`src/rtl/rf_pkg.sv`:
```
// Shared widths and types for the register bank and its pending-write scoreboard.
package rf_pkg;
    localparam int RF_DATA_W = 32;
    localparam int RF_ADDR_W = 5;
    localparam int RF_NREGS  = 32;

    typedef logic [RF_ADDR_W-1:0] rf_idx_t;
    typedef logic [RF_DATA_W-1:0] rf_word_t;
endpackage

```
`src/rtl/rf_scoreboard.sv`:
```
// Pending-write scoreboard: one busy bit per register, set on issue handshake,
// cleared on writeback. Register 0 and indices >= NREGS are never busy.
module rf_scoreboard
    import rf_pkg::*;
#(
    parameter int ADDR_W = RF_ADDR_W,
    parameter int NREGS  = RF_NREGS
) (
    input  logic              clk,
    input  logic              rst_n,
    input  logic [ADDR_W-1:0] ra1,
    input  logic [ADDR_W-1:0] ra2,
    output logic              busy1,
    output logic              busy2,
    input  logic              iss_valid,
    input  logic [ADDR_W-1:0] iss_wa,
    output logic              iss_ready,
    input  logic              we,
    input  logic [ADDR_W-1:0] wa
);
    logic busy_reg [1:NREGS-1];
    logic busy_iss;
    logic iss_fire;

    // Index-compare muxes keep out-of-range addresses reading as not busy.
    always_comb begin
        busy1    = 1'b0;
        busy2    = 1'b0;
        busy_iss = 1'b0;
        for (int i = 1; i < NREGS; i++) begin
            if (int'(ra1) == i)    busy1    = busy_reg[i];
            if (int'(ra2) == i)    busy2    = busy_reg[i];
            if (int'(iss_wa) == i) busy_iss = busy_reg[i];
        end
    end

    // A writeback in the same cycle frees the slot for the next producer.
    assign iss_ready = !busy_iss || (we && (wa == iss_wa));
    assign iss_fire  = iss_valid && iss_ready;

    for (genvar gi = 1; gi < NREGS; gi++) begin : g_busy
        // Set has priority over clear when issue and writeback hit the same register.
        always_ff @(posedge clk or negedge rst_n) begin
            if (!rst_n)
                busy_reg[gi] <= 1'b0;
            else if (iss_fire && (int'(iss_wa) == gi))
                busy_reg[gi] <= 1'b1;
            else if (we && (int'(wa) == gi))
                busy_reg[gi] <= 1'b0;
        end
    end
endmodule

```
`src/rtl/regfile_scoreboard.sv`:
```
// 2-read/1-write register bank with pending-write scoreboard; register 0 reads zero.
// Optional write-to-read forwarding is enabled by defining RF_BYPASS_EN.
module regfile_scoreboard
    import rf_pkg::*;
#(
    parameter int DATA_W = RF_DATA_W,
    parameter int ADDR_W = RF_ADDR_W,
    parameter int NREGS  = RF_NREGS
) (
    input  logic              clk,
    input  logic              rst_n,
    input  logic [ADDR_W-1:0] ra1,
    input  logic [ADDR_W-1:0] ra2,
    output logic [DATA_W-1:0] rd1,
    output logic [DATA_W-1:0] rd2,
    output logic              rd1_busy,
    output logic              rd2_busy,
    input  logic              iss_valid,
    input  logic [ADDR_W-1:0] iss_wa,
    output logic              iss_ready,
    input  logic              we,
    input  logic [ADDR_W-1:0] wa,
    input  logic [DATA_W-1:0] wd
);
    logic [DATA_W-1:0] regs_reg [1:NREGS-1];
    logic [DATA_W-1:0] rd1_raw;
    logic [DATA_W-1:0] rd2_raw;
    logic              sb_busy1;
    logic              sb_busy2;

    rf_scoreboard #(
        .ADDR_W (ADDR_W),
        .NREGS  (NREGS)
    ) u_sb (
        .clk       (clk),
        .rst_n     (rst_n),
        .ra1       (ra1),
        .ra2       (ra2),
        .busy1     (sb_busy1),
        .busy2     (sb_busy2),
        .iss_valid (iss_valid),
        .iss_wa    (iss_wa),
        .iss_ready (iss_ready),
        .we        (we),
        .wa        (wa)
    );

    for (genvar gi = 1; gi < NREGS; gi++) begin : g_reg
        always_ff @(posedge clk or negedge rst_n) begin
            if (!rst_n)
                regs_reg[gi] <= '0;
            else if (we && (int'(wa) == gi))
                regs_reg[gi] <= wd;
        end
    end

    always_comb begin
        rd1_raw = '0;
        rd2_raw = '0;
        for (int i = 1; i < NREGS; i++) begin
            if (int'(ra1) == i) rd1_raw = regs_reg[i];
            if (int'(ra2) == i) rd2_raw = regs_reg[i];
        end
    end

`ifdef RF_BYPASS_EN
    logic wr_valid;
    logic hit1;
    logic hit2;

    // Only writes that will actually land in the array are forwarded.
    assign wr_valid = we && (wa != '0) && (int'(wa) < NREGS);
    assign hit1     = wr_valid && (wa == ra1);
    assign hit2     = wr_valid && (wa == ra2);

    assign rd1      = hit1 ? wd : rd1_raw;
    assign rd2      = hit2 ? wd : rd2_raw;
    assign rd1_busy = hit1 ? 1'b0 : sb_busy1;
    assign rd2_busy = hit2 ? 1'b0 : sb_busy2;
`else
    assign rd1      = rd1_raw;
    assign rd2      = rd2_raw;
    assign rd1_busy = sb_busy1;
    assign rd2_busy = sb_busy2;
`endif
endmodule

```
`config.mk`:
```
export PLATFORM = sky130hd
export DESIGN_NAME = regfile_scoreboard
export DESIGN_NICKNAME = d
export VERILOG_FILES = /design/src/rtl/rf_pkg.sv /design/src/rtl/rf_scoreboard.sv /design/src/rtl/regfile_scoreboard.sv
export SDC_FILE = /design/constraint.sdc
export NUM_CORES = 2
export LEC_CHECK = 0
export CORE_UTILIZATION = 30
export CTS_CLUSTER_SIZE = 16
export DETAILED_ROUTE_END_ITERATION = 10
export PLACE_DENSITY = 0.49
export SLEW_MARGIN = 20
export SYNTH_ARGS = -nofsm -noshare
export SYNTH_HDL_FRONTEND = slang
export SYNTH_SLANG_ARGS = --single-unit
export TNS_END_PERCENT = 50
```
`constraint.sdc`:
```
create_clock -name clk -period 6 [get_ports clk]
set_input_delay 0.9 -clock clk [delete_from_list [all_inputs] [get_ports clk]]
set_output_delay 0.9 -clock clk [all_outputs]
set_load 0.02 [all_outputs]
```
-- After elaboration in Yosys (flattened, before gate mapping)
Cells that the tools add are included.
- output and inout port bits: 67
- input port bits: 56
- register bits: 1023
- reductions and logical operators: 97
- multiplexer cells: 217
- eq/ne operators: 125
- operator list (kind ; count):
    $mux 32 ; 62
    $eq 5x5->1 const B ; 64
    $eq 5x4->1 const B ; 32
    $mux 1 ; 155
    $eq 5x3->1 const B ; 16
    $logic_and 1x1->1 ; 64
    $reduce_bool 2->1 ; 31
    $eq 5x2->1 const B ; 8
    $eq 5x1->1 const B ; 4
    $eq 5x5->1 ; 1
    $logic_not 1->1 ; 1
    $logic_or 1x1->1 ; 1

-- Logic depth before layout (Yosys ltp)
- depth after elaboration: 37
- mapped depth: 11
- gate-level depth less buffers: 7

-- Cells and area by module
Synthesis repeated with hierarchy kept, for this count alone.
- cell total of the unflattened synthesis: 5645
- area total of the unflattened synthesis: 58589.9 um^2
- modules (own cells, without submodules) (module ; cells an instance ; instances ; seq. area each (um^2) ; area each (um^2)):
    regfile_scoreboard ; 5289 ; 1 ; 24823.8 ; 55718.4
    rf_scoreboard ; 356 ; 1 ; 775.7 ; 2871.5

-- Worst setup path before layout
Ideal clock, no wire load.
- kind: input to output
- start point: input ra2[0]
- end point: output rd2[25]
- buffers on the path: 5
- stages: 9
- slack: 2.117 ns
- arrival: 2.983 ns
- path through: buf_2 buf_2 buf_2 buf_2 buf_4 a21oi_1 o21ai_0 o21ai_0 o41ai_1
- cells in the longest elaborated chain, start to end: 32
- elaborated cells between the ends (all ways): 62
- ends and longest elaborated chain (element ; RTL line ; source):
    start, declared ; regfile_scoreboard.sv:13 ; input logic [ADDR_W-1:0] ra2,
    $eq 5x2->1 ; regfile_scoreboard.sv:62 ; if (int'(ra2) == i) rd2_raw = regs_reg[i];
    $mux 32 (30 in series) ; regfile_scoreboard.sv:62 ;
    $mux 32 (*) ; regfile_scoreboard.sv:62 ;
    end, declared ; regfile_scoreboard.sv:15 ; output logic [DATA_W-1:0] rd2,
Every way passes the cells marked *; elsewhere a longest branch is shown, timed or not.

-- Worst setup path in the final report
- start point: input ra2[3]
- end point: output rd2[22]
The elaborated chain is that of the path after synthesis.

==> impl_results.md <==
* Core ar. at 0.183 mm^2
* Slew Viols, Final at 0
* Setup TNS at 0 ns
* Share of cells above drive strength 1 at 33.4%
* Worst Tran Pin Value at 1.18 ns
* Commonest cells post-synth: 1058 x mux2_2, 1023 x dfrtp_1, 264 x o21ai_0, 259 x nand2_1, 258 x o22ai_1
* Peak supply drop at 0.267 mV
* HPWL after detailed placement at 192000 um
* Dpl ws at 0.114 ns
* Final hold violations at 0
* Static Leak at 27.2 nW
* RSZ-0062 raised after global routing: false
* Placed Area at 0.0605 mm^2
* Class of the worst hold path: input port to async pin
* Post-CTS resize count at 0
* Ys flop type: dfrtp_1
* DP Cell Count at 7540
* Max H-tree Level at 3
* Pwr dens at 324 mW/mm^2
* Nets@finish at 5251
* Max reg flops at 992
* Pre-Repair DR Iteration Count at 8
* Period utilisation layout at 98.6%
* Startpoint types: input port
* Initial DRC Count at 7011
* Clock Tree Buf Depth at 3
* Fillers at 18400
* Ports at 123
* Antenna violations before repair at 8
* Clock latency on the worst-skew pair at 0.77 ns
* GR Util All Layers at 28.4%
* Unique masters post-synth at 91
* Proportion of netlist area held by the largest area contributor at 46.4%
* Area Overhead vs Synth at 16.8%
* Global-route wire length before repair at 380000 um
* Clk sinks at 1023
* Max-cap violations at 0
* Vias in the first global route at 48000
* Setup bufs post-CTS at 0
* Die height at 431 um
* Worst Reg-to-Reg Cells at 7
* TritonCTS Buffers at 117
* Hold_buf cts at 0
* Root Driver: clkbuf_16
* CTS tree: yes
* CP startpoint: ra2[3]
* Cell taking the most area after synthesis: dfrtp_1
* DRT antenna net count at 0
* CP max FO at 30
* Count leader, synth: mux2_2
* Setup crit end kind: primary output
* Synth warnings at 0
* Status: finished, final reports clean
* Post-route design area at 0.0645 mm^2
* Final Power at 20.9 mW
* Setup Skew at 0.0147 ns
* Seq/Total Area, Yosys at 46.4%
* Die Wd at 431 um
* EDFF count, synth at 0
* Post-synth ARST share at 100%
* Routed wire length at 271000 um
* Largest net degree at the start of global routing at 149
* Top cells by area, synth: dfrtp_1 46%, mux2_2 22%, o22ai_1 2.9%, a22oi_1 2.9%, o21ai_0 2.4%
* Slew margin rel. at 20.3%
* Via density at 6.33
* Synth Instances at 5076
* Fin util at 35.3%
* Avg Cell Area, Syn at 10.9 um^2
* IO buf count at 122
* Clock transition at path regs at 0.06 ns
* Cell Rows at 157
* Vias at 49100
* Arrival @ worst endpoint at 5.02 ns
* Final Setup Violations at 0
* Final WS setup at 0.0819 ns
* RR Startpoint: u_sb.busy_reg[18]$_DFFE_PN0P_
* Grt total ovfl at 0
* Achievable Freq at 169 MHz
* Hold_ws at 0.149 ns
* Starting Density at 30.2%
* Minimum clock period after layout at 5.92 ns
* #FFs+latches synth at 1023
* Layout Cells excl Fill at 7756
* RD Place Congestion at 0.980
* Sequential Area at 0.0256 mm^2
* WS Path Type: input port to primary output
* Syn Nets at 5132
* Multi-input gate area at 0.0276 mm^2
* CP Data Required Time at 5.10 ns
* Synthesized area at 0.0552 mm^2
* Die area at 0.186 mm^2
* Residual DRC at 0
* DR WL/cell at 34.9 um
[logic make-up after synthesis]
logic type      count (synthesis)  share of synthesized area (%)
compound gates               1472                           18.2
xor+xnor                        5                         0.0793
buf+inv                       513                           4.02
flops                        1023                           46.4
mux                          1127                           23.1
simple gates                  936                           8.24
[report_power, final]
group	switching [mW]	leakage (nW)	internal [mW]	total, mW
Sequential	1.41	13.1	8.27	9.68
Combinational	1.90	12.2	1.76	3.65
Clock	3.20	1.96	4.36	7.57
[metal layers]
metal / share of wire [%] / vias to the layer above / GRT usage (%)
met1: 41 / 25800 / 37.9
met4: 5.7 / 2 / 14.2
li1: - / 19700 / -
met2: 45 / 2972 / 43.9
met3: 8.8 / 670 / 5.48
met5: 0.0033 / - / 0
[layout by cell type (no fill, tap or decap), drive strengths merged, types with 11 or more instances in the layout]
master / Yosys / routed
a2111oi: 12 / 12
a211oi: 26 / 26
a21o: 14 / 14
a21oi: 224 / 224
a221o: 17 / 17
a221oi: 83 / 83
a222oi: 40 / 40
a22o: 24 / 24
a22oi: 210 / 210
a2bb2oi: 13 / 13
a31oi: 33 / 33
and3: 18 / 18
buf: 238 / 419
clkbuf: 248 / 172
clkdlybuf4s50: 0 / 67
clkinv: 0 / 25
dfrtp: 1023 / 1023
inv: 27 / 31
mux2: 1059 / 1059
mux2i: 59 / 59
nand2: 261 / 261
nand2b: 22 / 22
nand3: 100 / 100
nand3b: 16 / 16
nand4: 36 / 36
nor2: 255 / 255
nor2b: 39 / 39
nor3: 109 / 109
nor3b: 11 / 11
nor4: 13 / 13
o211ai: 30 / 30
o21a: 15 / 15
o21ai: 270 / 270
o221ai: 72 / 72
o22a: 12 / 12
o22ai: 259 / 259
o31ai: 31 / 31
or3: 11 / 11
[layout make-up]
type | count | share of cell area [%]
Tap cell | 2464 | 4.78
Inverter | 27 | 0.157
Sequential cell | 1023 | 39.7
Timing Repair Buffer | 486 | 6.31
Multi-Input combinational cell | 3540 | 42.8
Clock buffer | 172 | 5.28
Antenna cell | 3 | 0.0116
Clock inverter | 41 | 0.908
[worst paths after layout]
check	endpoint	slack [ns]
max in group asynchronous	regs_reg[118]$_DFFE_PN0P_	4.46
min in group clk	regs_reg[878]$_DFFE_PN0P_	0.52
worst max register to register	u_sb.busy_reg[23]$_DFFE_PN0P_	3.30
worst min-delay path	regs_reg[828]$_DFFE_PN0P_	0.15
worst min register to register	regs_reg[878]$_DFFE_PN0P_	0.52
worst max-delay path	rd2[22]	0.08
[critical path, cell delays in order]
cell	delay [ns]
clkdlybuf4s50_1	0.50
buf_12	0.22
nor3b_4	0.38
buf_4	0.24
nand2_1	0.15
a211oi_1	0.26
o311ai_0	0.25
buf_4	0.23
a221oi_1	0.86
buf_4	0.24
nor2_1	0.06
o22a_1	0.17
clkdlybuf4s50_1	0.53
Note: power is estimated with default switching activity, not from simulation.
